==> src/rtl/seg_scan_display.sv <==
// seg_scan_display: N-digit decimal 7-segment scan driver with double-dabble conversion (optional LEADING_ZERO_BLANK_EN blanks leading zeros)
module seg_scan_display #(
  parameter int NUM_DIGITS = 4,
  parameter int IN_WIDTH   = 14,
  parameter int SCAN_DIV   = 50000
) (
  input  logic                  clk,
  input  logic                  rst_n,
  input  logic [IN_WIDTH-1:0]   num,
  input  logic                  load,
  output logic                  busy,
  output logic                  err,
  output logic [6:0]            seg,
  output logic [NUM_DIGITS-1:0] an
);
  function automatic logic [63:0] pow10(input int n);
    logic [63:0] p;
    p = 64'd1;
    for (int i = 0; i < n; i++) p = p * 64'd10;
    return p;
  endfunction
  function automatic logic [6:0] glyph(input logic [3:0] d);
    case (d)
      4'd0: glyph = 7'b0000001;
      4'd1: glyph = 7'b1001111;
      4'd2: glyph = 7'b0010010;
      4'd3: glyph = 7'b0000110;
      4'd4: glyph = 7'b1001100;
      4'd5: glyph = 7'b0100100;
      4'd6: glyph = 7'b0100000;
      4'd7: glyph = 7'b0001111;
      4'd8: glyph = 7'b0000000;
      4'd9: glyph = 7'b0000100;
      default: glyph = 7'b1111111;
    endcase
  endfunction
  localparam int BW = (NUM_DIGITS + 1) * 4;
  localparam int CW = $clog2(IN_WIDTH + 1);
  localparam int SW = SCAN_DIV > 1 ? $clog2(SCAN_DIV) : 1;
  localparam int IW = NUM_DIGITS > 1 ? $clog2(NUM_DIGITS) : 1;
  localparam logic [63:0] MAX_VAL = pow10(NUM_DIGITS) - 64'd1;
  localparam logic [3:0] BLANK = 4'hF;
  typedef enum logic [1:0] {IDLE, CONVERT, UPDATE} state_t;
  state_t              state_q;
  logic [IN_WIDTH-1:0] bin_q, cap_q;
  logic [BW-1:0]       bcd_q, adj;
  logic [CW-1:0]       cnt_q;
  logic                busy_q, err_q, ovf;
  logic [3:0]          disp_q [NUM_DIGITS];
  logic [3:0]          disp_d [NUM_DIGITS];
  logic [SW-1:0]       scnt_q;
  logic [IW-1:0]       idx_q, idx_d;
  logic [6:0]          seg_q;
  logic [NUM_DIGITS-1:0] an_q;
  logic                term;
  assign busy = busy_q;
  assign err  = err_q;
  assign seg  = seg_q;
  assign an   = an_q;
  // Double-dabble correction: every BCD nibble of 5 or more gets +3 before the shift
  always_comb begin
    adj = bcd_q;
    for (int k = 0; k < NUM_DIGITS + 1; k++)
      adj[k*4 +: 4] = bcd_q[k*4 +: 4] >= 4'd5 ? bcd_q[k*4 +: 4] + 4'd3 : bcd_q[k*4 +: 4];
  end
  // Next display contents: blank everywhere on overflow, optionally blank leading zeros
  always_comb begin
    disp_d = '{default: BLANK};
    ovf = bcd_q[BW-1 -: 4] != 4'd0 || 64'(cap_q) > MAX_VAL;
`ifdef LEADING_ZERO_BLANK_EN
    begin
      logic lead;
      lead = 1'b1;
      for (int k = NUM_DIGITS - 1; k >= 0; k--) begin
        lead = lead && bcd_q[k*4 +: 4] == 4'd0 && k != 0;
        disp_d[k] = ovf || lead ? BLANK : bcd_q[k*4 +: 4];
      end
    end
`else
    for (int k = 0; k < NUM_DIGITS; k++)
      disp_d[k] = ovf ? BLANK : bcd_q[k*4 +: 4];
`endif
  end
  // Capture / convert / publish FSM; display registers change only in UPDATE so the scan is never mixed
  always_ff @(posedge clk or negedge rst_n) begin
    if (!rst_n) begin
      state_q <= IDLE;
      bin_q   <= '0;
      cap_q   <= '0;
      bcd_q   <= '0;
      cnt_q   <= '0;
      busy_q  <= 1'b0;
      err_q   <= 1'b0;
      disp_q  <= '{default: BLANK};
    end else begin
      case (state_q)
        IDLE: if (load) begin
          bin_q   <= num;
          cap_q   <= num;
          bcd_q   <= '0;
          cnt_q   <= '0;
          busy_q  <= 1'b1;
          state_q <= CONVERT;
        end
        CONVERT: begin
          {bcd_q, bin_q} <= {adj, bin_q} << 1;
          cnt_q <= cnt_q + 1'b1;
          if (cnt_q == CW'(IN_WIDTH - 1)) state_q <= UPDATE;
        end
        UPDATE: begin
          err_q   <= ovf;
          disp_q  <= disp_d;
          busy_q  <= 1'b0;
          state_q <= IDLE;
        end
        default: state_q <= IDLE;
      endcase
    end
  end
  assign term  = scnt_q == SW'(SCAN_DIV - 1);
  assign idx_d = !term ? idx_q : idx_q == IW'(NUM_DIGITS - 1) ? '0 : idx_q + 1'b1;
  // Free-running scanner; seg/an are registered from the next index so they move with it
  always_ff @(posedge clk or negedge rst_n) begin
    if (!rst_n) begin
      scnt_q <= '0;
      idx_q  <= '0;
      seg_q  <= 7'b1111111;
      an_q   <= '1;
    end else begin
      scnt_q <= term ? '0 : scnt_q + 1'b1;
      idx_q  <= idx_d;
      an_q   <= ~(NUM_DIGITS'(1) << idx_d);
      seg_q  <= glyph(disp_q[idx_d]);
    end
  end
endmodule

==> config.mk <==
export PLATFORM = sky130hd
export DESIGN_NAME = seg_scan_display
export DESIGN_NICKNAME = d
export VERILOG_FILES = /design/src/rtl/seg_scan_display.sv
export SDC_FILE = /design/constraint.sdc
export NUM_CORES = 1
export LEC_CHECK = 0
export ABC_AREA = 1
export CORE_MARGIN = 2
export CORE_UTILIZATION = 63
export CTS_CLUSTER_DIAMETER = 60
export DETAILED_ROUTE_END_ITERATION = 12
export DONT_BUFFER_PORTS = 1
export PLACE_DENSITY = 0.79
export SLEW_MARGIN = 20
export SYNTH_ARGS = -nofsm -noshare
export SYNTH_HDL_FRONTEND = slang
export SYNTH_SLANG_ARGS = --single-unit
export TNS_END_PERCENT = 1
==> constraint.sdc <==
create_clock -name clk -period 3 [get_ports clk]
set_input_delay 0.3 -clock clk [delete_from_list [all_inputs] [get_ports clk]]
set_output_delay 0.3 -clock clk [all_outputs]
set_load 0.02 [all_outputs]
==> results by group, run 1 <==
Critical path
  – Biggest cell delay along the critical path: between 0.7 and 0.8 ns
  – R2r endpoint: bcd_q[6]$_DFFE_PN0P_
  – Reg2reg path depth: 6
  – Origin of the worst setup path: state_q[0]$_DFFE_PN0P_
  – Crit-path cells: inv_1 -> nand3_1 -> inv_1 -> nor2_1 -> inv_1 -> o21ai_0
  – WS Path Type: reg -> reg
  – Worst EP required: between 3 and 4 ns
  – Flop-to-flop setup slack: around 0.44 ns
  – Max stage delay cell, worst path: nor2_1
  – Critical Path AT: approximately 2.8 ns
  – CP Capture Type: register
  – Maximum fanout along the worst path: 21
  – CP startpoint kind: register
  – Cell mode on critical path: inv_1
  – R2r startpoint: state_q[0]$_DFFE_PN0P_

Clock network
  – Clock latency on the worst-skew pair: approximately 0.36 ns
  – H-tree depth: 3
  – Longest Clk Path Bufs: 2
  – Clock sinks: 97
  – CTS buffer count: 9
  – CTS Hold Bufs: 2
  – Post-CTS resize count: 0
  – CTS tree: done
  – CTS Root Cell: clkbuf_8
  – Setup bufs post-CTS: 0
  – Reg clk slew, reported paths: roughly 0.1 ns

Floorplan
  – Core area: about 7600 um^2
  – Die height: between 90 and 100 um
  – Die area: 8450 um^2
  – Die X: 91.9 um
  – Io pins: 30
  – Row count: 32
  – Initial Utilization: 0.640

STA
  – Final hold vios: 0
  – Final setup fails: 0
  – RSZ-0062 raised after global routing: false
  – Slew @ Worst Pin: about 1 ns
  – Slew headroom: 0.330
  – Fmax: between 0.3 and 0.4 GHz
  – Final WS setup: ~0.44 ns
  – Final Max Slew Viols: 0
  – Worst clock skew: around 0.015 ns
  – Crit share post-route: 0.854
  – Final worst path period need: roughly 2.6 ns
  – Setup TNS Final: 0 ns

Synth
  – Post-synth EDFFs: 0
  – Top-area cell type share of the netlist area: 0.360
  – YS warnings: 0
  – Most frequent cells after synthesis: 153 x nand2_1, 77 x inv_1, 70 x dfrtp_1
  – Synth top area cells: dfrtp_1 36%, dfstp_2 15%, nand2_1 12%, inv_1 5.9%, o21ai_0 5.9%
  – Seq cells post-synth: 97
  – Top_reg_cell synth: dfrtp_1
  – Yosys cell types: 31
  – Gate Count Post-Synth: 580
  – Fraction of registers with async set/reset: 1.00
  – Synth Net Count: a little over 600
  – Most instantiated library cell after synthesis: nand2_1
  – Post-Syn Area: between 4000 and 5000 um^2
  – Post-synthesis area per instance: around 8.4 um^2
  – Sequential cell area fraction in the yosys report: 0.506
  – Dominant cell type by area after synthesis: dfrtp_1

Final layout
  – Finished Cell Area: 5180 um^2
  – Final non-filler cell total: between 600 and 700
  – Fin nets: ~620
  – Ant diodes: 0
  – Fraction of layout instances using a drive strength above 1: 0.135
  – P&R area growth vs syn: 6.48%

Power
  – Peak supply drop: around 0.68 mV
  – Power density cells: around 890 nW/um^2
  – Leakage: around 0.0025 uW

GRT
  – Met2 usage: 0.380
  – GRT met1 Usage: 0.309
  – First-pass GRT wire length: 16.0 mm
  – Antenna violations before repair: 0
  – Total congestion overflow: 0
  – Largest net degree at the start of global routing: between 90 and 100
  – Vias in the first global route: roughly 3600
  – Total track usage: 0.234
  – GR Util met3: 0.0419
  – GRT Max-Usage Layer: met2

Route
  – Via density: approximately 5.4
  – WL final: approximately 9.0 mm
  – DRC viols: 0
  – Via Count: between 3000 and 4000
  – Iter 0 DRT Violations: about 250
  – WL per Instance: ~13 um
  – Antenna Violating Nets Remaining: 0
  – Initial DRT Pass Iterations: 4

Placed design
  – GPL Wtd Cong: 0.820
  – IO buf count: 0
  – Placement Cell Area: 4950 um^2
  – Pre-CTS setup slack: 0.472 ns
  – DP Wirelength: around 6.2 mm
  – Placed cells: between 600 and 700

Min path
  – Hold endpoint: cap_q[9]$_DFFE_PN0P_
  – Worst Hold Launch: num[9]
  – Worst min-delay path class: in -> reg
  – Worst Hold Path Cells: 2

Run
  – Max-cap violations: 0

Status
  – Outcome: complete, no violations
flip-flops by register name, indices dropped and copies added (netlist names):
register,cells
bcd_q,20
disp_q,16
scnt_q,16
bin_q,14
cap_q,10
seg,7
an,4
cnt_q,4
idx_q,2
state_q,2
busy,1
err,1
report_power, final:
part / total [uW] / switching (uW) / internal [uW]
Combinational: 1640 / 1050 / 588
Clock: 862 / 448 / 414
Sequential: 2090 / 291 / 1800
worst max path at each step:
stage | end | slack (ns) | depth (start not counted)
6_report | bcd_q[6]$_DFFE_PN0P_ | 0.44 | 6
5_1_grt | bcd_q[6]$_DFFE_PN0P_ | 0.19 | 6
3_3_place_gp | bcd_q[9]$_DFFE_PN0P_ | 0.65 | 6
2_1_floorplan | seg[3]$_DFF_PN1_ | 0.90 | 15
3_5_place_dp | bcd_q[6]$_DFFE_PN0P_ | 0.47 | 6
4_1_cts | bcd_q[6]$_DFFE_PN0P_ | 0.45 | 6
critical path: cells and delay by family, from the launching register on:
| family | cells | cell delay (ns) |
|---|---|---|
| AOI/OAI and AO/OA | 1 | 0.35 |
| buffers and inverters | 3 | 0.73 |
| DFF | 1 | 0.35 |
| and+or+nand+nor | 2 | 1.02 |
cells in the final DEF (no fill, tap or decap), drive strengths merged, types with 3 or more instances in the layout:
master,n
a21oi,5
nand4,3
nand3b,3
buf,4
o22ai,6
dfstp,27
nand2,166
o21ai,57
dfrtp,70
clkbuf,12
o32ai,5
nand3,56
inv,82
nor2,47
xor2,8
ha,21
stage by stage:
step | hold slack (ns) | total power [uW] | util
global placement | 0.00669 | 3620 | 0.651
detailed placement | 0.00654 | 3710 | 0.651
floorplan | 0.00441 | 3320 | -
CTS | 0.0638 | 4600 | 0.681
global route | 0.0762 | 4990 | 0.681
finish | 0.0704 | 4590 | 0.681
cell type report:
type                    count  area [um^2]
well taps                 102          128
inverters                  81          305
repair buffers              5         60.1
clock buffers              12          145
multi-input cells         387         2030
clock inverters             4         51.3
flip-flops and latches     97         2460
fillers                   591         2420
kinds of logic (layout without fill, tap and decap cells):
kind of cell             count (synthesis)  after routing  share of synthesized area
AO/OA/AOI/OAI                           80             80                     0.0915
XOR/XNOR                                 9              9                     0.0162
adder cells (fa/ha/maj)                 21             21                     0.0540
buffers and inverters                   96            102                     0.0774
flip-flops                              97             97                      0.506
AND/OR/NAND/NOR                        277            277                      0.255
layer usage:
layer  share of wire  vias to the layer above
met3           0.047                       15
met5               0                        -
li1                -                     1850
met2            0.47                       98
met4           0.019                        0
met1            0.46                     1748
Power figures use the tool's default switching activity.
==> inputs of run 2 (changes only) <==
--- a/config.mk
+++ b/config.mk
@@ -5,7 +5,6 @@
 export SDC_FILE = /design/constraint.sdc
 export NUM_CORES = 1
 export LEC_CHECK = 0
-export ABC_AREA = 1
 export CORE_MARGIN = 2
 export CORE_UTILIZATION = 63
 export CTS_CLUSTER_DIAMETER = 60
==> run 2 against run 1 <==
  * Combinational power shrank 5%
  * Sequential power grew 7%
  * Register-to-register slack lost 0.35 ns
  * Hold slack lost 0.014 ns
  * Die area shrank 5.5%
  * Total power grew 3.2%
  * Final cell count shrank 16%
  * Critical path type unchanged
  * Setup slack lost 0.35 ns
  * Highest routed layer unchanged
  * Largest cell class unchanged
  * Critical path depth grew 3
  * Clock-buffer cell count is the same
==> results by group, run 2 <==
Power
  – Sw Ratio: 0.365
  – Power density cells: just over 900 nW/um^2
  – Leakage: ~0.0023 uW
  – Total power: 4740 uW
  – Peak supply drop: ~0.6 mV
  – Clock power share: 0.198
  – Seq pwr share: 0.472
  – Combinational Power Share: 0.330
  – Net Sw Power: ~1700 uW
  – Pint: around 3000 uW

STA
  – Worst clock skew: about 0.011 ns
  – Slew @ Worst Pin: 0.988 ns
  – Final worst path period need: 2.91 ns
  – Setup TNS Final: 0 ns
  – Min Hold Slack: about 0.057 ns
  – RSZ-0062 raised after global routing: true
  – Slew headroom: 0.339
  – Final setup fails: 0
  – Crit share post-route: 0.972
  – Final hold vios: 0
  – Final Max Slew Viols: 0
  – Fmax: 0.343 GHz

Final layout
  – Commonest non-fill, non-tap cells in the layout: 117 x nand2_1, 70 x dfrtp_1, 43 x nand3_1, 27 x dfstp_2, 24 x nor2_1
  – Commonest non-fill, non-tap cell in the layout: nand2_1
  – Multi-input logic area: 2030 um^2
  – Ant diodes: 0
  – Post-layout util: 0.713
  – Finished Cell Area: 5090 um^2
  – Biggest regs: bcd_q (20), disp_q (16), scnt_q (16)
  – Reg with most FFs: bcd_q
  – P&R area growth vs syn: 10.9%
  – Fill count: approximately 530
  – Fraction of layout instances using a drive strength above 1: 0.166
  – FF/Latch Area: between 2000 and 2500 um^2
  – Max FFs per register: 20
  – Fin nets: 514

Placed design
  – GPL Wtd Cong: ~0.82
  – DP Wirelength: 5.57 mm
  – Placement Cell Area: ~4700 um^2
  – IO buf count: 0

Synth
  – Most frequent cells after synthesis: 118 x nand2_1, 70 x dfrtp_1, 43 x nand3_1
  – Gate Count Post-Synth: 463
  – Yosys cell types: ~40
  – Post-synth EDFFs: 0
  – Sequential cell area fraction in the yosys report: 0.537
  – Mux contribution to synthesized area: 0.0295
  – Synth Net Count: around 500
  – Synth Area in Simple Gates: 0.202
  – Seq cells post-synth: 97
  – XOR/XNOR Fraction of Synth Area: 0.0439
  – Post-synthesis area per instance: between 9 and 10 um^2
  – Top-area cell type share of the netlist area: 0.382
  – Most instantiated library cell after synthesis: nand2_1
  – Fraction of registers with async set/reset: 1.00
  – Post-Syn Area: between 4000 and 5000 um^2
  – Main combinational cell family by area after synthesis: simple AND/OR/NAND/NOR gates
  – Top_reg_cell synth: dfrtp_1
  – Post-synthesis compound-gate area fraction: 0.100
  – YS warnings: 0
  – Dominant cell type by area after synthesis: dfrtp_1
  – Adder-cell share of the synthesized area: 0.0573
  – Synth top area cells: dfrtp_1 38%, dfstp_2 15%, nand2_1 9.7%, ha_1 5.7%, nand3_1 4.7%

GRT
  – Antenna violations before repair: 0
  – First-pass GRT wire length: roughly 14 mm
  – Largest net degree at the start of global routing: about 100
  – Total congestion overflow: 0
  – Vias in the first global route: between 3000 and 4000
  – Total track usage: 0.230

Critical path
  – WS Path Type: reg -> reg
  – CP Capture Type: register
  – R2r endpoint: seg[1]$_DFF_PN1_
  – R2r startpoint: scnt_q[10]$_DFF_PN0_
  – Flop-to-flop setup slack: 0.09 ns
  – Reg2reg path depth: 9
  – Worst EP required: around 3.3 ns
  – Critical Path AT: ~3.2 ns
  – Maximum fanout along the worst path: 10
  – CP startpoint kind: register

Floorplan
  – Io pins: 30
  – Initial Utilization: 0.643
  – Die area: 7980 um^2
  – Core area: roughly 7100 um^2
  – Die X: 89.3 um
  – Die height: just under 90 um
  – Row count: 31

Clock network
  – Longest Clk Path Bufs: 2
  – H-tree depth: 3
  – CTS buffer count: 9
  – CTS tree: done
  – Clock latency on the worst-skew pair: roughly 0.36 ns
  – CTS Root Cell: clkbuf_8
  – Clock sinks: 97
  – Reg clk slew, reported paths: around 0.1 ns

Status
  – Outcome: complete, no violations

Route
  – Post-route met1 wirelength: between 4 and 5 mm
  – DRC viols: 0
  – Antenna Violating Nets Remaining: 0
  – Initial DRT Pass Iterations: 4
  – WL per Instance: between 15 and 20 um
  – Iter 0 DRT Violations: 212
  – Via density: 5.74
  – Routed wl met3: about 280 um
  – Via Count: around 3300
  – Met2 WL post-DR: between 4 and 5 mm
  – WL final: 8.78 mm
  – Uppermost layer routed: met4

Min path
  – Worst Hold Launch: num[0]
  – Worst min-delay path class: in -> reg
  – Hold endpoint: bin_q[0]$_DFFE_PN0P_
  – Worst Hold Path Cells: 2

Run
  – Max-cap violations: 0
-- run 2: cell count changes after synthesis, moves of 6 or more --
| cell | change |
|---|---|
| o31ai_1 | +7 |
| inv_1 | -62 |
| nand2_2 | -12 |
| nand2_1 | -35 |
| nor2_2 | -8 |
| nand2b_1 | +6 |
| o21ai_0 | -37 |
| o22ai_1 | -6 |
| nand3_1 | -8 |
| a21oi_1 | +10 |
| mux2i_1 | +7 |
| o211ai_1 | +6 |
| nor2_1 | -11 |
| xnor2_1 | +10 |
-- run 2: critical path: stages, from the launching register on --
cell and delay [ns]:
dfrtp_1 0.41, or4b_4 0.56, nor4_4 0.36, mux2i_2 0.37
buf_6 0.18, buf_4 0.12, nand2_1 0.05, a32o_2 0.37
mux2_4 0.33, a2bb2oi_2 0.11
-- run 2: cells by family after synthesis --
logic type	after synthesis
AND/OR/NAND/NOR	208
flip-flops	97
AO/OA/AOI/OAI	68
buffers and inverters	34
XOR/XNOR	23
adder cells (fa/ha/maj)	21
multiplexers	12
-- run 2: power groups by stage --
stage	Sequential [uW]	Combinational, uW	Clock (uW)
after floorplan	2150	1220	0
after global placement	2230	1410	0
after detailed placement	2250	1480	0
after CTS	2230	1520	959
after global routing	2300	1780	1010
final	2240	1560	940
-- run 2: area by class of cell --
| cell class | count | area share |
|---|---|---|
| tap | 99 | 0.0243 |
| inverter | 17 | 0.0135 |
| clock inverter | 4 | 0.0106 |
| sequential | 97 | 0.484 |
| timing repair buffer | 19 | 0.0339 |
| multi-input combinational | 332 | 0.399 |
| clock buffer | 12 | 0.0347 |
-- run 2: worst max path at each step --
stage	startpoint	end	cells after the start
6_report	scnt_q[10]$_DFF_PN0_	seg[1]$_DFF_PN1_	9
3_3_place_gp	scnt_q[7]$_DFF_PN0_	seg[1]$_DFF_PN1_	9
4_1_cts	scnt_q[7]$_DFF_PN0_	seg[1]$_DFF_PN1_	9
5_1_grt	scnt_q[10]$_DFF_PN0_	seg[6]$_DFF_PN1_	10
2_1_floorplan	scnt_q[7]$_DFF_PN0_	seg[1]$_DFF_PN1_	10
3_5_place_dp	scnt_q[7]$_DFF_PN0_	seg[1]$_DFF_PN1_	9
-- run 2: metrics by stage --
step	std cells	setup slack, ns
after global placement	554	0.196
after CTS	572	0.0913
after global routing	580	-0.0277
after floorplan	463	0.0356
final	580	0.0852
after detailed placement	554	0.102
-- run 2: repair_timing --
item	CTS	global route
hold endpoints to repair	97	0
hold buffers	2	0
setup buffers	0	8
endpoints found under the setup margin	0	4
gates resized for setup	0	11
-- run 2: layer usage --
layer  vias up  global-route usage
met3         7              0.0332
met5         -                   0
li1       1598                   -
met1      1671               0.319
met4         0              0.0841
met2        54               0.369
==> inputs of run 3 (changes only) <==
--- a/config.mk
+++ b/config.mk
@@ -11,6 +11,7 @@
 export DETAILED_ROUTE_END_ITERATION = 12
 export DONT_BUFFER_PORTS = 1
 export PLACE_DENSITY = 0.79
+export REMOVE_ABC_BUFFERS = 1
 export SLEW_MARGIN = 20
 export SYNTH_ARGS = -nofsm -noshare
 export SYNTH_HDL_FRONTEND = slang
==> run 3 against run 2 <==
  * Sequential share of layout area up 1.3 points
  * Total power down 3.4%
  * Sequential cell count unchanged
  * Clock power down 10%
  * Critical endpoint unchanged
==> results by group, run 3 (same netlist as run 2, synthesis figures left out) <==
Route
  – WL per Instance: ~14 um
  – Initial DRT Pass Iterations: 4
  – Antenna Violating Nets Remaining: 0
  – Iter 0 DRT Violations: 204
  – DRC viols: 0
  – WL final: approximately 8.3 mm
  – Via density: approximately 5.6
  – Via Count: roughly 3200

GRT
  – Largest net degree at the start of global routing: a little under 100
  – Total track usage: 0.227
  – Total congestion overflow: 0
  – Vias in the first global route: roughly 3000
  – Antenna violations before repair: 0
  – First-pass GRT wire length: about 14 mm

Placed design
  – DP Wirelength: 5.49 mm
  – IO buf count: 0
  – GPL Wtd Cong: 0.839
  – Placed cells: about 560

Critical path
  – WS Path Type: reg -> reg
  – CP startpoint kind: register
  – Max stage delay cell, worst path: or4b_4
  – Flop-to-flop setup slack: around 0.16 ns
  – CP Capture Type: register
  – Worst path depth: 8
  – R2r endpoint: seg[1]$_DFF_PN1_
  – Cell mode on critical path: buf_4
  – R2r startpoint: scnt_q[7]$_DFF_PN0_
  – CP Capture Point: seg[1]$_DFF_PN1_
  – Maximum fanout along the worst path: 10
  – Critical Path AT: ~3.1 ns
  – Reg2reg path depth: 8
  – Worst EP required: approximately 3.3 ns
  – Crit-path leading delay family: simple AND/OR/NAND/NOR gates
  – Biggest cell delay along the critical path: about 0.56 ns
  – Worst Path Buf+Inv: 2
  – Crit-path cells: or4b_4 -> nor4_4 -> buf_4 -> mux2i_2 -> buf_4 -> a32o_1 -> mux2_4 -> a2bb2oi_2
  – Origin of the worst setup path: scnt_q[7]$_DFF_PN0_

Power
  – Sw Ratio: 0.366
  – Power density cells: ~900 nW/um^2
  – Net Sw Power: 1670 uW
  – Combinational Power Share: 0.330
  – Pint: between 2000 and 3000 uW
  – Seq pwr share: 0.486
  – Clock power share: 0.184
  – Peak supply drop: 0.559 mV
  – Leakage: 0.00229 uW
  – Total power: about 4600 uW

Status
  – Outcome: complete, no violations

Run
  – Max-cap violations: 0

Final layout
  – Reg with most FFs: bcd_q
  – Fraction of layout instances using a drive strength above 1: 0.141
  – Commonest non-fill, non-tap cells in the layout: 118 x nand2_1, 70 x dfrtp_1, 43 x nand3_1, 27 x dfstp_2, 24 x nor2_1
  – Fill count: between 500 and 600
  – P&R area growth vs syn: 7.97%
  – Ant diodes: 0
  – Commonest non-fill, non-tap cell in the layout: nand2_1
  – Fin nets: 507
  – Max FFs per register: 20
  – Biggest regs: bcd_q (20), disp_q (16), scnt_q (16)
  – Post-layout util: 0.694
  – Final non-filler cell total: between 500 and 600

STA
  – Final hold vios: 0
  – RSZ-0062 raised after global routing: false
  – Min Hold Slack: about 0.063 ns
  – Fmax: roughly 0.35 GHz
  – Final setup fails: 0
  – Slew @ Worst Pin: roughly 0.96 ns
  – Worst clock skew: roughly 0.014 ns
  – Final Max Slew Viols: 0
  – Crit share post-route: 0.946
  – Slew headroom: 0.355
  – Setup TNS Final: 0 ns
  – Final worst path period need: roughly 2.8 ns

Clock network
  – CTS buffer count: 9
  – Setup bufs post-CTS: 0
  – Longest Clk Path Bufs: 2
  – CTS Hold Bufs: 2
  – Clock sinks: between 90 and 100
  – CTS Root Cell: clkbuf_8
  – Clock latency on the worst-skew pair: roughly 0.36 ns
  – CTS tree: done
  – H-tree depth: 3
  – Post-CTS resize count: 0
  – Reg clk slew, reported paths: around 0.1 ns

Floorplan
  – Die area: approximately 8000 um^2
  – Io pins: 30
  – Die X: ~90 um
  – Core area: approximately 7100 um^2
  – Row count: 31
  – Die height: about 89 um
  – Initial Utilization: 0.643

Min path
  – Worst min-delay path class: in -> reg
run 3: cell types whose count changed in the layout (fill, tap and decap cells not counted), moves of 2 or more:
| cell | change |
|---|---|
| clkinv_2 | +4 |
| buf_4 | -5 |
| mux2i_1 | +2 |
| buf_6 | -2 |
run 3: worst min-delay path by stage:
| stage | endpoint | cells after the start | startpoint |
|---|---|---|---|
| after global placement | bcd_q[9]$_DFFE_PN0P_ | 0 | rst_n |
| after CTS | bin_q[0]$_DFFE_PN0P_ | 2 | num[0] |
| final | bin_q[0]$_DFFE_PN0P_ | 2 | num[0] |
| after floorplan | bcd_q[0]$_DFFE_PN0P_ | 0 | rst_n |
| after global routing | cap_q[8]$_DFFE_PN0P_ | 2 | num[8] |
| after detailed placement | bcd_q[9]$_DFFE_PN0P_ | 0 | rst_n |
run 3: metal layers:
layer	part of all wire	vias to the layer above	GRT usage
met1	0.47	1552	0.316
li1	-	1587	-
met4	0.026	0	0.102
met2	0.46	68	0.347
met3	0.037	20	0.0480
met5	0	-	0
run 3: power by group through the flow:
stage          registers, uW  clock network, uW  logic, uW
2_1_floorplan           2150                  0       1180
3_3_place_gp            2230                  0       1420
3_5_place_dp            2240                  0       1480
4_1_cts                 2220                858       1520
5_1_grt                 2290                916       1720
6_report                2220                843       1510
run 3: stage by stage:
step,instance area (um^2),setup WS [ns]
after floorplan,4520,-0.148
after global placement,4720,0.259
after detailed placement,4720,0.173
after CTS,4950,0.153
after global routing,4950,0.0396
final,4950,0.163
run 3: layout make-up:
cell class	instances	area, um^2	area share
Timing Repair Buffer	12	113	0.0227
Inverter	17	68.8	0.0139
Multi-Input combinational cell	332	1990	0.402
Clock buffer	10	138	0.0278
Tap cell	99	124	0.0250
Sequential cell	97	2460	0.497
Clock inverter	6	57.6	0.0116
